### src/rtl/fp_alu_arbiter_if.sv
// Bus bundle for fp_alu_arbiter: two requesters, the shared FP unit and the
// response channel. The slave modport is the arbiter's view; the master
// modport is the view of whoever drives requests and models the FP unit.
interface fp_alu_arbiter_if;
  logic        req0;
  logic        req1;
  logic        op0;
  logic        op1;
  logic [31:0] a0;
  logic [31:0] b0;
  logic [31:0] a1;
  logic [31:0] b1;
  logic        gnt0;
  logic        gnt1;
  logic        alu_en;
  logic        alu_op;
  logic [31:0] alu_a;
  logic [31:0] alu_b;
  logic [31:0] alu_result;
  logic        rsp_valid;
  logic        rsp_id;
  logic [31:0] rsp_result;
  logic        rsp_ready;
  logic        busy;

  modport slave (
    input  req0, req1, op0, op1, a0, b0, a1, b1, alu_result, rsp_ready,
    output gnt0, gnt1, alu_en, alu_op, alu_a, alu_b,
    output rsp_valid, rsp_id, rsp_result, busy
  );

  modport master (
    output req0, req1, op0, op1, a0, b0, a1, b1, alu_result, rsp_ready,
    input  gnt0, gnt1, alu_en, alu_op, alu_a, alu_b,
    input  rsp_valid, rsp_id, rsp_result, busy
  );
endinterface

### src/rtl/fp_alu_arbiter.sv
// fp_alu_arbiter: shares one FP add/sub unit between two requesters.
// One operation in flight at a time: IDLE -> ISSUE -> WAIT -> RESP -> IDLE.
// ALU_LAT (1..15) is the shared unit's latency from operand issue to result.
// Optional feature: define FP_ARB_ROUND_ROBIN_EN for round-robin tie-breaking;
// without it requester 0 always wins ties and no last_id state is built.
module fp_alu_arbiter #(
  parameter int unsigned ALU_LAT = 1
) (
  input  logic              clk,
  input  logic              rst_n,
  fp_alu_arbiter_if.slave   bus
);

  localparam int unsigned DATA_W = 32;
  localparam int unsigned CNT_W  = 4;
  localparam logic [CNT_W-1:0] CNT_LOAD = CNT_W'(ALU_LAT - 32'd1);

  typedef enum logic [1:0] {
    IDLE  = 2'd0,
    ISSUE = 2'd1,
    WAIT  = 2'd2,
    RESP  = 2'd3
  } state_t;

  state_t             r_state;
  logic [CNT_W-1:0]   r_cnt;
  logic               r_id;
  logic               r_gnt0;
  logic               r_gnt1;
  logic               r_alu_en;
  logic               r_alu_op;
  logic [DATA_W-1:0]  r_alu_a;
  logic [DATA_W-1:0]  r_alu_b;
  logic               r_rsp_valid;
  logic               r_rsp_id;
  logic [DATA_W-1:0]  r_rsp_result;
  logic               r_busy;

  logic               w_any_req;
  logic               w_win_id;
  logic               w_win_op;
  logic [DATA_W-1:0]  w_win_a;
  logic [DATA_W-1:0]  w_win_b;

`ifdef FP_ARB_ROUND_ROBIN_EN
  logic               r_last_id;
`endif

  // Pick the winner among the requests sampled this cycle.
  always_comb begin
    w_any_req = bus.req0 | bus.req1;
    w_win_id  = 1'b0;
    if (bus.req0 && bus.req1) begin
`ifdef FP_ARB_ROUND_ROBIN_EN
      w_win_id = ~r_last_id;
`else
      w_win_id = 1'b0;
`endif
    end else if (bus.req1) begin
      w_win_id = 1'b1;
    end
    w_win_op = w_win_id ? bus.op1 : bus.op0;
    w_win_a  = w_win_id ? bus.a1  : bus.a0;
    w_win_b  = w_win_id ? bus.b1  : bus.b0;
  end

`ifdef FP_ARB_ROUND_ROBIN_EN
  // Remember the most recent grant; reset favours requester 0 on the first tie.
  always_ff @(posedge clk or negedge rst_n) begin
    if (!rst_n) begin
      r_last_id <= 1'b1;
    end else if (r_state == IDLE && w_any_req) begin
      r_last_id <= w_win_id;
    end
  end
`endif

  // Control FSM with registered outputs; grants are single-cycle pulses.
  always_ff @(posedge clk or negedge rst_n) begin
    if (!rst_n) begin
      r_state      <= IDLE;
      r_cnt        <= '0;
      r_id         <= 1'b0;
      r_gnt0       <= 1'b0;
      r_gnt1       <= 1'b0;
      r_alu_en     <= 1'b0;
      r_alu_op     <= 1'b0;
      r_alu_a      <= '0;
      r_alu_b      <= '0;
      r_rsp_valid  <= 1'b0;
      r_rsp_id     <= 1'b0;
      r_rsp_result <= '0;
      r_busy       <= 1'b0;
    end else begin
      r_gnt0 <= 1'b0;
      r_gnt1 <= 1'b0;
      case (r_state)
        IDLE: begin
          if (w_any_req) begin
            r_id     <= w_win_id;
            r_alu_op <= w_win_op;
            r_alu_a  <= w_win_a;
            r_alu_b  <= w_win_b;
            r_gnt0   <= ~w_win_id;
            r_gnt1   <= w_win_id;
            r_alu_en <= 1'b1;
            r_busy   <= 1'b1;
            r_state  <= ISSUE;
          end
        end
        ISSUE: begin
          r_cnt   <= CNT_LOAD;
          r_state <= WAIT;
        end
        WAIT: begin
          if (r_cnt == '0) begin
            r_rsp_result <= bus.alu_result;
            r_rsp_id     <= r_id;
            r_rsp_valid  <= 1'b1;
            r_alu_en     <= 1'b0;
            r_state      <= RESP;
          end else begin
            r_cnt <= r_cnt - 1'b1;
          end
        end
        RESP: begin
          // Returning to IDLE costs one edge, so no grant on the leaving edge.
          if (bus.rsp_ready) begin
            r_rsp_valid <= 1'b0;
            r_busy      <= 1'b0;
            r_state     <= IDLE;
          end
        end
        default: begin
          r_state <= IDLE;
        end
      endcase
    end
  end

  assign bus.gnt0       = r_gnt0;
  assign bus.gnt1       = r_gnt1;
  assign bus.alu_en     = r_alu_en;
  assign bus.alu_op     = r_alu_op;
  assign bus.alu_a      = r_alu_a;
  assign bus.alu_b      = r_alu_b;
  assign bus.rsp_valid  = r_rsp_valid;
  assign bus.rsp_id     = r_rsp_id;
  assign bus.rsp_result = r_rsp_result;
  assign bus.busy       = r_busy;

endmodule

### src/flat_wrapper.sv
// flat-port wrapper written by rule: the top's interface ports become plain ports
module fp_alu_arbiter_flat 
#(
  parameter int unsigned ALU_LAT = 1
)
  (clk, rst_n, bus_req0, bus_req1, bus_op0, bus_op1, bus_a0, bus_b0, bus_a1, bus_b1, bus_alu_result, bus_rsp_ready, bus_gnt0, bus_gnt1, bus_alu_en, bus_alu_op, bus_alu_a, bus_alu_b, bus_rsp_valid, bus_rsp_id, bus_rsp_result, bus_busy);
  fp_alu_arbiter_if bus_i ();
  input  logic clk;
  input  logic rst_n;
  input wire logic [$bits(bus_i.req0)-1:0] bus_req0;
  input wire logic [$bits(bus_i.req1)-1:0] bus_req1;
  input wire logic [$bits(bus_i.op0)-1:0] bus_op0;
  input wire logic [$bits(bus_i.op1)-1:0] bus_op1;
  input wire logic [$bits(bus_i.a0)-1:0] bus_a0;
  input wire logic [$bits(bus_i.b0)-1:0] bus_b0;
  input wire logic [$bits(bus_i.a1)-1:0] bus_a1;
  input wire logic [$bits(bus_i.b1)-1:0] bus_b1;
  input wire logic [$bits(bus_i.alu_result)-1:0] bus_alu_result;
  input wire logic [$bits(bus_i.rsp_ready)-1:0] bus_rsp_ready;
  output wire logic [$bits(bus_i.gnt0)-1:0] bus_gnt0;
  output wire logic [$bits(bus_i.gnt1)-1:0] bus_gnt1;
  output wire logic [$bits(bus_i.alu_en)-1:0] bus_alu_en;
  output wire logic [$bits(bus_i.alu_op)-1:0] bus_alu_op;
  output wire logic [$bits(bus_i.alu_a)-1:0] bus_alu_a;
  output wire logic [$bits(bus_i.alu_b)-1:0] bus_alu_b;
  output wire logic [$bits(bus_i.rsp_valid)-1:0] bus_rsp_valid;
  output wire logic [$bits(bus_i.rsp_id)-1:0] bus_rsp_id;
  output wire logic [$bits(bus_i.rsp_result)-1:0] bus_rsp_result;
  output wire logic [$bits(bus_i.busy)-1:0] bus_busy;
  assign bus_i.req0 = bus_req0;
  assign bus_i.req1 = bus_req1;
  assign bus_i.op0 = bus_op0;
  assign bus_i.op1 = bus_op1;
  assign bus_i.a0 = bus_a0;
  assign bus_i.b0 = bus_b0;
  assign bus_i.a1 = bus_a1;
  assign bus_i.b1 = bus_b1;
  assign bus_i.alu_result = bus_alu_result;
  assign bus_i.rsp_ready = bus_rsp_ready;
  assign bus_gnt0 = bus_i.gnt0;
  assign bus_gnt1 = bus_i.gnt1;
  assign bus_alu_en = bus_i.alu_en;
  assign bus_alu_op = bus_i.alu_op;
  assign bus_alu_a = bus_i.alu_a;
  assign bus_alu_b = bus_i.alu_b;
  assign bus_rsp_valid = bus_i.rsp_valid;
  assign bus_rsp_id = bus_i.rsp_id;
  assign bus_rsp_result = bus_i.rsp_result;
  assign bus_busy = bus_i.busy;
  fp_alu_arbiter #(.ALU_LAT(ALU_LAT)) u_core (.clk(clk), .rst_n(rst_n), .bus(bus_i));
endmodule
### config.mk
export PLATFORM = sky130hd
export DESIGN_NAME = fp_alu_arbiter_flat
export DESIGN_NICKNAME = d
export VERILOG_FILES = /design/src/rtl/fp_alu_arbiter_if.sv /design/src/rtl/fp_alu_arbiter.sv /design/src/flat_wrapper.sv
export SDC_FILE = /design/constraint.sdc
export NUM_CORES = 1
export LEC_CHECK = 0
export ABC_AREA = 1
export CAP_MARGIN = 0
export CORE_AREA = 3 3 112 194
export DETAILED_ROUTE_END_ITERATION = 10
export DIE_AREA = 0 0 115 197
export PLACE_DENSITY = 0.6
export RECOVER_POWER = 100
export SETUP_SLACK_MARGIN = 0.2
export SLEW_MARGIN = 5
export SYNTH_ARGS = -nofsm -noshare
export SYNTH_HDL_FRONTEND = slang
export SYNTH_SLANG_ARGS = --single-unit
### constraint.sdc
create_clock -name clk -period 2 [get_ports clk]
set_input_delay 0.4 -clock clk [delete_from_list [all_inputs] [get_ports clk]]
set_output_delay 0.4 -clock clk [all_outputs]
set_load 0.005 [all_outputs]
==> impl_metrics.py, run 1 <==
metrics = {
    "outcome": {
        "outcome": "finished, final reports clean",
    },
    "min_path": {
        "min_path_type": "reg -> reg",
    },
    "grt": {
        "track_usage": 0.156,
        "grt.overflow.total": 0,
        "grt_pass1_vias": 4921,
        "grt_pass1_wl_microns": 27400,
        "grt_max_degree": 49,
        "antenna_found_initial": 1,
    },
    "layout": {
        "layout_commonest_cell": "nand2_1",
        "multi_input_area_sq_um": 1900,
        "layout_common_cells": "184 x nand2_1, 164 x clkdlybuf4s50_1, 110 x dfrtp_1, 105 x dlygate4sd3_1, 77 x o21ai_0",
        "fin_cells": 1091,
        "area_delta_synth_final_pct": 64.2,
        "final-seq-area_sq_um": 2750,
        "utilization": 0.405,
        "drive_gt1_frac": 0.0724,
        "nFillCells": 2103,
        "nNetsFinal": 1010,
    },
    "detailed_routing": {
        "wl_per_cell_microns": 16.1,
        "wl_met2_microns": 9670,
        "drt-pass1-iter-count": 7,
        "drt_iter0_markers": 236,
        "dr_total_vias": 4775,
        "top_layer_used": "met4",
        "ant_nets": 0,
        "wl_met3_microns": 828,
        "wl_microns": 17600,
        "avgViaCountPerCell": 4.38,
        "drc": 0,
        "met1_length_microns": 6840,
    },
    "floorplanning": {
        "core_area_sq_um": 20400,
        "die_w_microns": 115,
        "die_h_microns": 197,
        "die-area_sq_um": 22700,
        "initial_utilization": 0.246,
        "pin_count": 270,
        "num_rows": 69,
    },
    "clocking": {
        "cts_setup_buffers": 0,
        "clock_path_buffers": 2,
        "clk_latency_ns": 0.35,
        "cts.clk_slew.worst_paths_ns": 0.08,
        "tritoncts": "yes",
        "clockRootBuffer": "clkbuf_16",
        "numCtsBuffers": 9,
        "h-tree-depth": 3,
        "cts.sinks": 110,
    },
    "place": {
        "hpwl_microns": 13200,
        "gp_congestion": 0.787,
        "port_buffers": 269,
        "dp.cells": 1073,
    },
    "power_and_ir_drop": {
        "power_density_nw_per_um2": 1310,
        "worst_ir_drop_vdd_mv": 0.643,
        "power_uw": 10800,
        "leakage_uw": 0.00374,
    },
    "synthesis": {
        "synth_seq_cells": 110,
        "syn_inst": 574,
        "syn_area_sq_um": 5020,
        "yosys_warnings": 0,
        "yosysTopAreaCellShare": 0.548,
        "yosysUniqueCellTypes": 24,
        "synth_top_area_cell": "dfrtp_1",
        "ys_top_cells_by_area": "dfrtp_1 55%, nand2_1 14%, o21ai_1 6.3%",
        "synth_fp_nets": 747,
        "syn_avg_cell_area_sq_um": 8.75,
        "yosysSeqAreaShare": 0.548,
    },
    "sta": {
        "finalCriticalPeriod_ns": 1.79,
        "slew_violations": 0,
        "setup_viol": 0,
        "hold_viol": 0,
        "clock_skew_ns": 0.00742,
        "min_period_over_period": 0.895,
        "setup_tns_ns": 0,
        "rsz0062_at_grt": "yes",
        "slew_headroom": 0.529,
        "fmax_mhz": 559,
        "tightest_slew_ns": 0.706,
        "hold_slack_ns": 0.472,
    },
    "critical_path": {
        "path_cells": "dlygate4sd3_1",
        "crit_arrival_ns": 1.39,
        "critPathKind": "reg -> out",
        "path_delay_family": "buffers and inverters",
        "cpPeakStageDelay_ns": 0.61,
        "crit_buf_inv": 1,
        "cp_slowest_cell": "dlygate4sd3_1",
        "crit_fanout": 2,
        "end_kind": "output port",
        "crit_required_ns": 1.60,
        "start_kind": "flop",
    },
    "run": {
        "maxCapViolCount": 0,
    },
}
[report_power, final]
part	internal, uW	switching, uW
Combinational	2570	2380
Sequential	3330	554
Clock	1110	891
Total	7000	3820
[what timing repair did]
action | CTS | global route
resized for setup | 0 | 2
hold buffers | 1 | 0
hold endpoints to repair | 22 | 0
endpoints found under the setup margin | 0 | 20
[logic make-up (layout without fill, tap and decap cells)]
| group | count (synthesis) | in the layout | share of synthesized area |
|---|---|---|---|
| AO/OA/AOI/OAI | 140 | 140 | 0.167 |
| XOR/XNOR | 1 | 1 | 0.00174 |
| adder cells (fa/ha/maj) | 6 | 6 | 0.0149 |
| buffers and inverters | 51 | 319 | 0.0613 |
| flip-flops | 110 | 110 | 0.548 |
| other | 0 | 1 | 0 |
| AND/OR/NAND/NOR | 266 | 266 | 0.207 |
[sequential cells by signal, summed over array words and instances, names as in the netlist]
register               flops
u_core.bus.alu_en          1
u_core.bus.rsp_valid       1
u_core.r_state             2
u_core.bus.alu_op          1
u_core.bus.gnt0            1
u_core.r_id                1
u_core.bus.rsp_id          1
u_core.bus.gnt1            1
u_core.bus.busy            1
u_core.bus.alu_b          32
u_core.r_cnt               4
u_core.bus.alu_a          32
u_core.bus.rsp_result     32
[layout make-up]
cell class / count / share of cell area
multi-input combinational: 413 / 0.230
clock inverter: 7 / 0.0117
inverter: 17 / 0.00774
antenna: 1 / 0.000303
timing repair buffer: 286 / 0.351
sequential: 110 / 0.334
tap: 248 / 0.0376
clock buffer: 9 / 0.0273
[worst paths after layout]
path,start,endpoint,slack (ns),cells past startpoint
max in group asynchronous,rst_n,u_core.bus.alu_a[12]$_DFFE_PN0P_,0.65,3
hold reg to reg,u_core.bus.rsp_result[15]$_DFFE_PN0P_,u_core.bus.rsp_result[15]$_DFFE_PN0P_,0.47,2
setup reg to reg,u_core.r_state[0]$_DFFE_PN0P_,u_core.bus.alu_a[4]$_DFFE_PN0P_,0.23,8
hold / removal,u_core.bus.rsp_result[15]$_DFFE_PN0P_,u_core.bus.rsp_result[15]$_DFFE_PN0P_,0.47,2
setup / recovery,u_core.bus.alu_b[8]$_DFFE_PN0P_,bus_alu_b[8],0.21,1
min in group asynchronous,rst_n,u_core.bus.busy$_DFFE_PN0P_,0.63,2
[stage by stage]
step / area [sq um] / setup WS, ns
floorplan: 5020 / 0.543
global placement: 8000 / 0.113
detailed placement: 8000 / 0.0825
CTS: 8330 / 0.269
global route: 8250 / 0.0915
finish: 8250 / 0.211
[synth_stat cells (all sizes together)]
cell	instances
ha	6
clkbuf	6
nand4	1
o22ai	1
xor2	1
a21boi	1
nand3	5
a21oi	2
nand2	184
or2	2
nor2	73
o21ai	136
nor3	1
dfrtp	110
buf	28
inv	17
[layer usage]
metal | GRT usage | vias to the layer above
met1 | 0.186 | 2252
li1 | - | 2372
met2 | 0.280 | 139
met3 | 0.0276 | 12
met5 | 0 | -
met4 | 0.0513 | 0
Note: power is estimated with default switching activity, not from simulation.
==> run 2: changes to the inputs <==
CAP_MARGIN = 20   (was 0)
CORE_AREA = 3 3 131 165   (was 3 3 112 194)
DIE_AREA = 0 0 134 168   (was 0 0 115 197)
==> run 2 against run 1 <==
Clock-buffer cell count is the same. Global-route usage shrank 0.30 points. Via count shrank 0.46%. Non-clock buffer count shrank 1. Combinational power grew 2%. Sequential cell count is the same. Critical path depth is the same. Die area shrank 0.63%. First-iteration DRC count shrank 3.0%. Worst setup slack gained 0.019 ns. Clock skew is essentially flat. Design area grew 0.41%.
==> impl_metrics.py, run 2 (synthesis gave the netlist of run 1 again) <==
metrics = {
    "outcome": {
        "outcome": "finished, final reports clean",
    },
    "critical_path": {
        "cp_slowest_cell": "dlygate4sd3_1",
        "path_delay_family": "buffers and inverters",
        "crit_fanout": 2,
        "crit_arrival_ns": 1.37,
        "reg2regPathDepth": 8,
        "reg2reg_slack_ns": 0.25,
        "crit_required_ns": 1.60,
        "cpPeakStageDelay_ns": 0.64,
        "start_kind": "flop",
        "worst_r2r_endpoint": "u_core.bus.alu_b[2]$_DFFE_PN0P_",
        "cp_num_cells": 1,
        "worstSetupStartpoint": "u_core.bus.alu_b[16]$_DFFE_PN0P_",
        "end_kind": "output port",
        "r2r-start": "u_core.r_state[0]$_DFFE_PN0P_",
        "crit_buf_inv": 1,
        "critPathKind": "reg -> out",
        "path_cells": "dlygate4sd3_1",
    },
    "place": {
        "post_dp_cell_area_sq_um": 7990,
        "hpwl_microns": 12600,
        "gp_congestion": 0.795,
        "pre_cts_ws_ns": 0.151,
        "port_buffers": 269,
        "dp.cells": 1092,
    },
    "detailed_routing": {
        "dr_total_vias": 4753,
        "avgViaCountPerCell": 4.28,
        "wl_met3_microns": 852,
        "wl_microns": 17400,
        "wl_per_cell_microns": 15.7,
        "drt-pass1-iter-count": 4,
        "met1_length_microns": 7330,
        "wl_met2_microns": 8760,
        "drc": 0,
        "drt_iter0_markers": 229,
        "ant_nets": 0,
        "top_layer_used": "met4",
    },
    "grt": {
        "track_usage": 0.153,
        "grt_pass1_wl_microns": 27200,
        "grt_max_degree": 57,
        "grt.overflow.total": 0,
        "antenna_found_initial": 0,
        "grt_pass1_vias": 4700,
    },
    "clocking": {
        "cts.sinks": 110,
        "numCtsBuffers": 9,
        "clock_path_buffers": 2,
        "tritoncts": "yes",
        "h-tree-depth": 3,
        "cts.clk_slew.worst_paths_ns": 0.07,
        "clk_latency_ns": 0.35,
        "clockRootBuffer": "clkbuf_16",
    },
    "sta": {
        "hold_viol": 0,
        "finalCriticalPeriod_ns": 1.77,
        "min_period_over_period": 0.885,
        "rsz0062_at_grt": "no",
        "fmax_mhz": 565,
        "worst_slack_ns": 0.230,
        "setup_tns_ns": 0,
        "setup_viol": 0,
        "slew_headroom": 0.474,
        "slew_violations": 0,
        "tightest_slew_ns": 0.789,
        "clock_skew_ns": 0.00702,
    },
    "power_and_ir_drop": {
        "p_sw_frac": 0.351,
        "leakage_uw": 0.00373,
        "clkPwrFrac": 0.181,
        "worst_ir_drop_vdd_mv": 0.531,
        "p_comb_frac": 0.465,
        "p_seq_frac": 0.354,
        "power.internal_uw": 7060,
        "power_density_nw_per_um2": 1310,
        "switching_power_uw": 3820,
    },
    "layout": {
        "area_delta_synth_final_pct": 64.8,
        "fin_cells": 1111,
        "layout_commonest_cell": "nand2_1",
        "layout_common_cells": "184 x nand2_1, 165 x clkdlybuf4s50_1, 110 x dfrtp_1, 104 x dlygate4sd3_1, 89 x o21ai_0",
        "drive_gt1_frac": 0.0749,
        "antenna_cells": 0,
        "nNetsFinal": 1009,
        "utilization": 0.412,
        "fin_area_sq_um": 8280,
    },
    "floorplanning": {
        "die_h_microns": 168,
        "die_w_microns": 134,
        "num_rows": 58,
        "initial_utilization": 0.250,
        "pin_count": 270,
        "die-area_sq_um": 22500,
        "core_area_sq_um": 20100,
    },
    "run": {
        "maxCapViolCount": 0,
    },
    "min_path": {
        "min_path_type": "in -> async",
    },
}
==> run 2: cell types whose count changed in the layout (fill, tap and decap cells not counted), sizes merged <==
cell / previous run / this run
clkdlybuf4s50: 164 / 165
buf: 15 / 9
dlygate4sd3: 105 / 104
diode: 1 / 0
clkinv: 3 / 5
clkbuf: 11 / 16
inv: 19 / 17
==> run 2: final cells by class <==
type	count	area, sq um
clock inverter	7	96.3
timing repair buffer	285	2890
tap	270	338
inverter	17	63.8
sequential	110	2750
clock buffer	9	225
fill	2030	11800
multi-input combinational	413	1910
==> run 2: per-layer routing <==
| metal | up-vias | track usage |
|---|---|---|
| met1 | 2195 | 0.195 |
| li1 | 2375 | - |
| met4 | 0 | 0.0568 |
| met2 | 154 | 0.257 |
| met5 | - | 0 |
| met3 | 29 | 0.0320 |
==> run 2: repair_timing <==
| item | CTS | global route |
|---|---|---|
| setup buffers | 0 | 1 |
| setup endpoints to repair | 0 | 11 |
| hold buffers | 1 | 0 |
| gates resized for setup | 0 | 2 |
| hold endpoints to repair | 1 | 0 |
==> run 2: worst max-delay path by stage <==
stage | to | slack (ns)
4_1_cts | bus_alu_b[16] | 0.28
3_3_place_gp | u_core.bus.alu_a[31]$_DFFE_PN0P_ | 0.16
5_1_grt | u_core.bus.alu_a[20]$_DFFE_PN0P_ | 0.13
6_report | bus_alu_b[16] | 0.23
2_1_floorplan | u_core.bus.alu_a[10]$_DFFE_PN0P_ | 0.54
3_5_place_dp | u_core.bus.alu_b[12]$_DFFE_PN0P_ | 0.15
==> run 2: metrics by stage <==
stage | power [uW] | hold slack [ns]
after detailed placement | 9540 | 0.206
after CTS | 11600 | 0.361
after floorplan | 6440 | 0.104
final | 10900 | 0.358
after global placement | 9470 | 0.206
after global routing | 11800 | 0.348
==> run 2: power by group through the flow <==
stage               clock network (uW)  logic [uW]  registers, uW
global placement                     0        5570           3900
global route                      2160        5670           4010
finish                            1970        5060           3850
CTS                               2070        5630           3900
floorplan                            0        2440           4000
detailed placement                   0        5620           3910
==> run 3: changes to the inputs <==
CTS_CLUSTER_SIZE = 30   (was default)
==> results of run 3 <==
No change in the layout: final DEF, timing and power equal those of run 2.
